### config.mk
export PLATFORM = sky130hd
export DESIGN_NAME = halt_controller
export DESIGN_NICKNAME = d
export VERILOG_FILES = /design/src/rtl/halt_pkg.sv /design/src/rtl/halt_decode.sv /design/src/rtl/halt_controller.sv
export SDC_FILE = /design/constraint.sdc
export NUM_CORES = 1
export LEC_CHECK = 0
export ABC_AREA = 0
export CORE_UTILIZATION = 45
export CTS_BUF_LIST = sky130_fd_sc_hd__clkbuf_8
export CTS_CLUSTER_DIAMETER = 150
export CTS_CLUSTER_SIZE = 14
export DETAILED_ROUTE_END_ITERATION = 10
export GPL_TIMING_DRIVEN = 1
export HOLD_SLACK_MARGIN = 0.02
export PLACE_DENSITY = 0.76
export SLEW_MARGIN = 30
export SYNTH_ARGS = -nofsm -noshare
export SYNTH_HDL_FRONTEND = slang
export SYNTH_SLANG_ARGS = --single-unit
### constraint.sdc
create_clock -name clk -period 6.22 [get_ports clk]
set_input_delay 1.244 -clock clk [delete_from_list [all_inputs] [get_ports clk]]
set_output_delay 1.244 -clock clk [all_outputs]
set_load 0.02 [all_outputs]
### src/rtl/halt_pkg.sv
// Shared types and constants for the halt controller and its instruction classifier.
package halt_pkg;

    typedef enum logic [1:0] {
        RUN    = 2'd0,
        DRAIN  = 2'd1,
        HALTED = 2'd2
    } halt_state_t;

    typedef enum logic [2:0] {
        NONE     = 3'd0,
        ECALL    = 3'd1,
        EBREAK   = 3'd2,
        SELFLOOP = 3'd3,
        STUCK    = 3'd4,
        WATCHDOG = 3'd5
    } halt_cause_t;

    localparam logic [31:0] INSTR_ECALL    = 32'h0000_0073;
    localparam logic [31:0] INSTR_EBREAK   = 32'h0010_0073;
    localparam logic [31:0] INSTR_JAL_SELF = 32'h0000_006F;

    // Counter width for a limit p, never narrower than one bit.
    function automatic int cnt_width(input int p);
        return (p > 2) ? $clog2(p) : 1;
    endfunction

endpackage

### src/rtl/halt_decode.sv
// Priority classifier from a fetched instruction word to a terminating cause.
import halt_pkg::*;

module halt_decode (
    input  logic [31:0] i_instr,
    output halt_cause_t o_cause
);

    always_comb begin
        o_cause = NONE;
        if (i_instr == INSTR_EBREAK) begin
            o_cause = EBREAK;
        end else if (i_instr == INSTR_ECALL) begin
            o_cause = ECALL;
        end else if (i_instr == INSTR_JAL_SELF) begin
            o_cause = SELFLOOP;
        end
    end

endmodule

### src/rtl/halt_controller.sv
// Detects program termination, freezes the PC, records cause and cycle count, then drains to done.
import halt_pkg::*;

module halt_controller #(
    parameter int XLEN         = 32,
    parameter int MAX_CYCLES   = 10000,
    parameter int STALL_LIMIT  = 4,
    parameter int DRAIN_CYCLES = 2
) (
    input  logic            clk,
    input  logic            reset,
    input  logic [XLEN-1:0] pc_reg,
    input  logic [31:0]     instr,
    output logic            finish_flag,
    output logic            done,
    output logic [2:0]      halt_cause,
    output logic [31:0]     cycle_count
);

    localparam int STALL_W = cnt_width(STALL_LIMIT);
    localparam int DRAIN_W = cnt_width(DRAIN_CYCLES);
    localparam logic [STALL_W-1:0] STALL_HIT  = STALL_W'(STALL_LIMIT - 2);
    localparam logic [STALL_W-1:0] STALL_ONE  = STALL_W'(1);
    localparam logic [DRAIN_W-1:0] DRAIN_LAST = DRAIN_W'(DRAIN_CYCLES - 1);
    localparam logic [DRAIN_W-1:0] DRAIN_ONE  = DRAIN_W'(1);
    localparam logic [31:0]        WD_LAST    = 32'(MAX_CYCLES - 1);
    localparam bit                 WD_EN      = (MAX_CYCLES != 0);

    halt_state_t        r_state, w_state_next;
    halt_cause_t        r_cause, w_cause_next;
    logic               r_finish, w_finish_next;
    logic               r_done, w_done_next;
    logic [31:0]        r_cycle_count, w_cycle_count_next;
    logic [DRAIN_W-1:0] r_drain_cnt, w_drain_cnt_next;
    logic [STALL_W-1:0] r_stall_cnt, w_stall_cnt_next;
    logic [XLEN-1:0]    r_prev_pc, w_prev_pc_next;
    logic               r_prev_pc_valid, w_prev_pc_valid_next;

    halt_cause_t w_instr_cause;
    halt_cause_t w_hit_cause;
    logic        w_same_pc;
    logic        w_stuck;
    logic        w_watchdog;

    halt_decode u_decode (
        .i_instr (instr),
        .o_cause (w_instr_cause)
    );

    assign w_same_pc  = r_prev_pc_valid && (pc_reg == r_prev_pc);
    assign w_stuck    = w_same_pc && (r_stall_cnt == STALL_HIT);
    assign w_watchdog = WD_EN && (r_cycle_count == WD_LAST);

    // Instruction causes outrank stuck, which outranks the watchdog.
    always_comb begin
        w_hit_cause = NONE;
        if (w_instr_cause != NONE) begin
            w_hit_cause = w_instr_cause;
        end else if (w_stuck) begin
            w_hit_cause = STUCK;
        end else if (w_watchdog) begin
            w_hit_cause = WATCHDOG;
        end
    end

    always_comb begin
        w_state_next         = r_state;
        w_cause_next         = r_cause;
        w_finish_next        = r_finish;
        w_done_next          = r_done;
        w_cycle_count_next   = r_cycle_count;
        w_drain_cnt_next     = r_drain_cnt;
        w_stall_cnt_next     = r_stall_cnt;
        w_prev_pc_next       = r_prev_pc;
        w_prev_pc_valid_next = r_prev_pc_valid;
        case (r_state)
            RUN: begin
                w_cycle_count_next   = r_cycle_count + 32'd1;
                w_prev_pc_next       = pc_reg;
                w_prev_pc_valid_next = 1'b1;
                w_stall_cnt_next     = w_same_pc ? (r_stall_cnt + STALL_ONE) : '0;
                if (w_hit_cause != NONE) begin
                    w_finish_next    = 1'b1;
                    w_cause_next     = w_hit_cause;
                    w_state_next     = DRAIN;
                    w_drain_cnt_next = '0;
                end
            end
            DRAIN: begin
                if (r_drain_cnt == DRAIN_LAST) begin
                    w_done_next  = 1'b1;
                    w_state_next = HALTED;
                end else begin
                    w_drain_cnt_next = r_drain_cnt + DRAIN_ONE;
                end
            end
            HALTED: begin
                w_state_next = HALTED;
            end
            default: begin
                w_state_next = RUN;
            end
        endcase
    end

    always_ff @(posedge clk) begin
        if (reset) begin
            r_state         <= RUN;
            r_cause         <= NONE;
            r_finish        <= 1'b0;
            r_done          <= 1'b0;
            r_cycle_count   <= '0;
            r_drain_cnt     <= '0;
            r_stall_cnt     <= '0;
            r_prev_pc       <= '0;
            r_prev_pc_valid <= 1'b0;
        end else begin
            r_state         <= w_state_next;
            r_cause         <= w_cause_next;
            r_finish        <= w_finish_next;
            r_done          <= w_done_next;
            r_cycle_count   <= w_cycle_count_next;
            r_drain_cnt     <= w_drain_cnt_next;
            r_stall_cnt     <= w_stall_cnt_next;
            r_prev_pc       <= w_prev_pc_next;
            r_prev_pc_valid <= w_prev_pc_valid_next;
        end
    end

    assign finish_flag = r_finish;
    assign done        = r_done;
    assign halt_cause  = r_cause;
    assign cycle_count = r_cycle_count;

endmodule
; After elaboration in Yosys (flattened, before gate mapping)
; Index checks and enable logic that the tools add are counted.
[totals]
regBits = 75
latchBits = 0
mem_bits_rw = 0
mem_bits_ro = 0
inputBits = 66
mem_count = 0
[classes]
add_sub_neg = 3
mul = 0
n_div = 0
n_lt_le_gt_ge = 0
n_eq_ne = 10
shifts = 0
mux = 13
bitwise = 0
n_reduce_logical = 10
[op_table]
columns = cell, count
row1 = 32-bit by 7-bit equality test with 1-bit output (second input constant), 2
row2 = 32-bit by 1-bit adder with 32-bit output (second input constant), 1
row3 = 32-bit by 14-bit equality test with 1-bit output (second input constant), 1
row4 = 32-bit by 21-bit equality test with 1-bit output (second input constant), 1
row5 = 32-bit equality test, 1
row6 = 3-bit 2-to-1 mux, 5
row7 = 2-bit 2-to-1 mux, 4
row8 = 2-bit AND reduction, 4
row9 = 2-bit case mux with 3 select lines, 1
row10 = 3-bit nonzero test, 2
row11 = 2-bit equality test (second input constant), 2
row12 = 2-bit != test (second input constant), 2
row13 = 2-bit by 1-bit adder with 2-bit output (second input constant), 1
row14 = 2-bit by 1-bit equality test with 1-bit output (second input constant), 1
row15 = 1-bit logical AND, 2
row16 = 2-bit zero test, 1
row17 = 1-bit 2-to-1 mux, 2
row18 = 1-bit case mux with 2 select lines, 1
row19 = 2-bit nonzero test, 1
row20 = 1-bit adder (second input constant), 1

; Depth between registers and ports, before layout
[logic_depth]
ltp_word = 9
depth_mapped = 9
ltp_nobuf = 8

; Hierarchy
; From an unflattened synthesis, not the netlist that was laid out.
[hier_totals]
hier_cells = 405
area_unflattened_um2 = 3692.3
[modules_own_cells]
columns = module, n_inst, cells_per_inst, area_per_inst_um2, seq_area_each_um2
row1 = halt_controller, 1, 387, 3543.4, 1501.4
row2 = halt_decode, 1, 18, 148.9, 0.0

; Worst setup path after synthesis
; Ideal clock, no wire load.
[synth_timing]
path_kind = input port to flip-flop
from = in pc_reg[18]
to = reg r_drain_cnt
setup_time_ps = 144
arrival_time_ps = 2666
t_required_ps = 6076
slack_ps = 3410
cell_stages = 6
path_buffers = 0
path_cell_list = xnor2_1 nand3_1 or4_1 o311ai_4 mux2i_1 a211oi_2
[synth_via]
elab_chain_cells = 8
[synth_rtl]
columns = element, line
row1 = from (decl), halt_controller.sv:12  ; input logic [XLEN-1:0] pc_reg,
row2 = 32-bit equality test, halt_controller.sv:50  ; assign w_same_pc = r_prev_pc_valid && (pc_reg == r_prev_pc);
row3 = 1-bit logical AND, halt_controller.sv:50
row4 = 1-bit logical AND, halt_controller.sv:51  ; assign w_stuck = w_same_pc && (r_stall_cnt == STALL_HIT);
row5 = 3-bit 2-to-1 mux, halt_controller.sv:59  ; end else if (w_stuck) begin
row6 = 3-bit 2-to-1 mux, halt_controller.sv:57  ; if (w_instr_cause != NONE) begin
row7 = 3-bit nonzero test, halt_controller.sv:82  ; if (w_hit_cause != NONE) begin
row8 = 2-bit != test (no line), n/a
row9 = 2-bit AND reduction (no line), n/a
row10 = to (signal assigned), halt_controller.sv:123  ; r_drain_cnt <= w_drain_cnt_next;
row11 = to (decl), halt_controller.sv:34  ; logic [DRAIN_W-1:0] r_drain_cnt, w_drain_cnt_next;
; No other way between the ends.
; A chain may end at the register's enable or synchronous reset.

; Worst setup path after layout
[layout_timing]
from = in pc_reg[28]
to = reg r_cause[2], in the netlist halt_cause[2]
[layout_via]
elab_chain_cells = 7
[layout_rtl]
columns = element, line
row1 = 32-bit equality test (*), halt_controller.sv:50
row2 = 1-bit logical AND (*), halt_controller.sv:50
row3 = 1-bit logical AND (*), halt_controller.sv:51
row4 = 3-bit 2-to-1 mux (*), halt_controller.sv:59
row5 = 3-bit 2-to-1 mux (*), halt_controller.sv:57
row6 = 3-bit nonzero test, halt_controller.sv:82
row7 = 2-bit AND reduction (no line), n/a
row8 = to (signal assigned), halt_controller.sv:119  ; r_cause <= w_cause_next;
row9 = to (decl), halt_controller.sv:30  ; halt_cause_t r_cause, w_cause_next;
; Every way passes the cells marked *; elsewhere a longest branch is shown, timed or not.

==> impl_results.md <==
* Fmax at 312 MHz
* Max-slew violation count at 0
* Post-synthesis net count at 490
* Fill cells at 673
* Initial Util at 47.3%
* Worst-Margin Slew at 0.791 ns
* VDD IR max at 150 uV
* Unique masters post-synth at 42
* Cell Rows at 32
* Area of the multi-input gates at 0.00213 sq mm
* DRT Wirelength at 8610 um
* Final GP Congestion at 0.782
* Top Ports at 103
* Top post-synthesis cells by area: dfxtp_1 (40%), mux2i_1 (9.7%), xor2_1 (8.0%), nor2_1 (7.5%), xnor2_1 (5.2%)
* Post-detail-place hpwl at approximately 6400 um
* Worst path required time at around 6.5 ns
* Drt first-iter violations at 159
* Cell type with the largest total area after synthesis: dfxtp_1
* Number of global-route vias before repair at 2,996
* Diode count at 0
* Register area at 0.00150 sq mm
* Vias per std cell at 5.25
* Worst skew pair latency at 0.35 ns
* Most frequent cells after synthesis: dfxtp_1 (75), nor2_1 (75), mux2i_1 (36)
* Initial antenna violation count at 0
* Mapped Cells at 419
* Setup CP Type: in -> reg
* Final Hold Fails at 0
* TritonCTS clock tree: built
* Post-place setup slack at 2.70 ns
* Yosys top cell area share at 40.2%
* RSZ-0062 raised after global routing: false
* Total GRT Usage at 20.3%
* Setup tns final at 0 ns
* Min-delay worst type: reg -> reg
* First-pass DRT Iterations at 4
* Clk_skew at 0.00865 ns
* Hold_sp: done
* CTS max path bufs at 2
* GR Overflow Total at 0
* Antenna-violating nets left at 0
* RR Startpoint: cycle_count[0]
* Leak at 2.05 nW
* Slew margin rel. at 47.3%
* Status: finished, final reports clean
* Yosys Warn Count at 0
* Final worst slack at 3.02 ns
* # port buffers at 102
* Area delta synth->final at 34.7%
* Clock sinks at 75
* Num CTS Buffers at 9
* Vert. Die Dim at 93.1 um
* Vias at 3,294
* PD cells at 191 mW/mm^2
* CP Capture Type: flop
* Post-synth EDFFs at 0
* CTS root buffer: clkbuf_8
* Syn_area_per_cell at 8.91 sq um
* Worst EP arrival at 3.45 ns
* Resized Gates After CTS at 0
* Wire length per cell at 13.7 um
* Number of nets in the layout at 591
* Die ar. at 0.00866 sq mm
* First-pass GRT wire length at 13,900 um
* Pin count of the biggest net entering global routing at 79
* Critical Path Source Type: primary input
* Die Wd at 93.1 um
* Layout cells sized above 1 at about 5.1%
* Seq cells post-synth at 75
* Post-CTS setup repair buffer count at 0
* Final setup viols at 0
* Total chip power at 959 uW
* Sequential share of the synthesized area at 40.2%
* Synthesized area at 0.00373 sq mm
* Core Box Area at 0.00789 sq mm
* H-Tree Level Count at 3
* Residual DRC at 0
* CTS Hold Bufs at 0
* Async set-reset flop share out of synthesis at 0%
* Max-cap violation count at 0
* Final design utilization at between 60% and 70%
* CP Launch Point: pc_reg[28]
* Final worst-path cycle share at between 50 and 60%
* Clock transition at path regs at 0.08 ns
* Main flop type after synthesis: dfxtp_1
* Max FO, Critical Path at 3
* Fin crit period at 3.20 ns
## cell usage in the layout (no fill, tap or decap), drive strengths merged, types with 5 or more instances in the layout
master,n
or3,7
nand3,10
nand2,14
nor2,75
dfxtp,75
ha,5
nor4,19
xor2,34
a21oi,11
inv,15
xnor2,22
clkbuf,11
nor3,9
and3,5
mux2i,36
nand2b,7
clkdlybuf4s50,101
nand4,16
o21ai,11
## logic make-up (layout without fill, tap and decap cells)
family                     count (synthesis)  after routing  share of synthesized area, %
AOI/OAI and AO/OA                         33             33                          5.97
xor gates and xnor gates                  56             56                          13.1
adders and majority gates                  5              5                          1.68
buffers and inverters                     28            134                          2.81
DFF                                       75             75                          40.2
muxes                                     37             37                          9.95
and+or+nand+nor                          185            185                          26.2
## critical path, stage by stage
cell and delay (ns):
clkdlybuf4s50_1 0.50, xnor2_1 0.14, nand2_1 0.07, or4_1 0.57, nor4_1 0.50, o21ai_0 0.17, a221oi_1 0.27
## final timing paths
path / slack (ns) / cells after the start / to
setup / recovery: 3.02 / 7 / halt_cause[2]
hold / removal: 0.48 / 2 / done
setup reg to reg: 3.84 / 6 / cycle_count[30]
hold reg to reg: 0.48 / 2 / done
## layer usage
metal	vias to the layer above	track usage, %	routed length [um]
met1	1522	25.4	3830
li1	1673	-	-
met2	91	33.3	4070
met5	-	0	0
met4	0	6.54	123
met3	8	6.10	581
## cell type report
cell class / count / share of cell area, %
tap: 102 / 2.54
clock inverter: 5 / 0.721
clock buffer: 11 / 3.01
sequential: 75 / 29.9
inverter: 14 / 1.04
multi-input combinational: 316 / 42.3
timing repair buffer: 104 / 20.5
## through the flow
stage                     hold slack (ns)  instance area [sq um]  instances
after floorplan                     0.449                   3730        419
after global placement              0.460                   4840        611
after detailed placement            0.464                   4840        611
after CTS                           0.482                   5030        627
after global routing                0.491                   5030        627
final                               0.478                   5030        627
## state kept, by name, summed over array words and instances (netlist names)
| register | count |
|---|---|
| r_prev_pc_valid | 1 |
| r_drain_cnt | 1 |
| cycle_count | 32 |
| r_state | 2 |
| halt_cause | 3 |
| finish_flag | 1 |
| done | 1 |
| r_stall_cnt | 2 |
| r_prev_pc | 32 |
## power by group
| part | switching, mW | leakage (nW) | total [mW] | internal, mW |
|---|---|---|---|---|
| clock network | 0.179 | 0.0880 | 0.346 | 0.167 |
| registers | 0.0104 | 0.614 | 0.503 | 0.493 |
| logic | 0.0468 | 1.34 | 0.110 | 0.0628 |
| total | 0.236 | 2.05 | 0.959 | 0.723 |
Note: power is estimated with default switching activity, not from simulation.
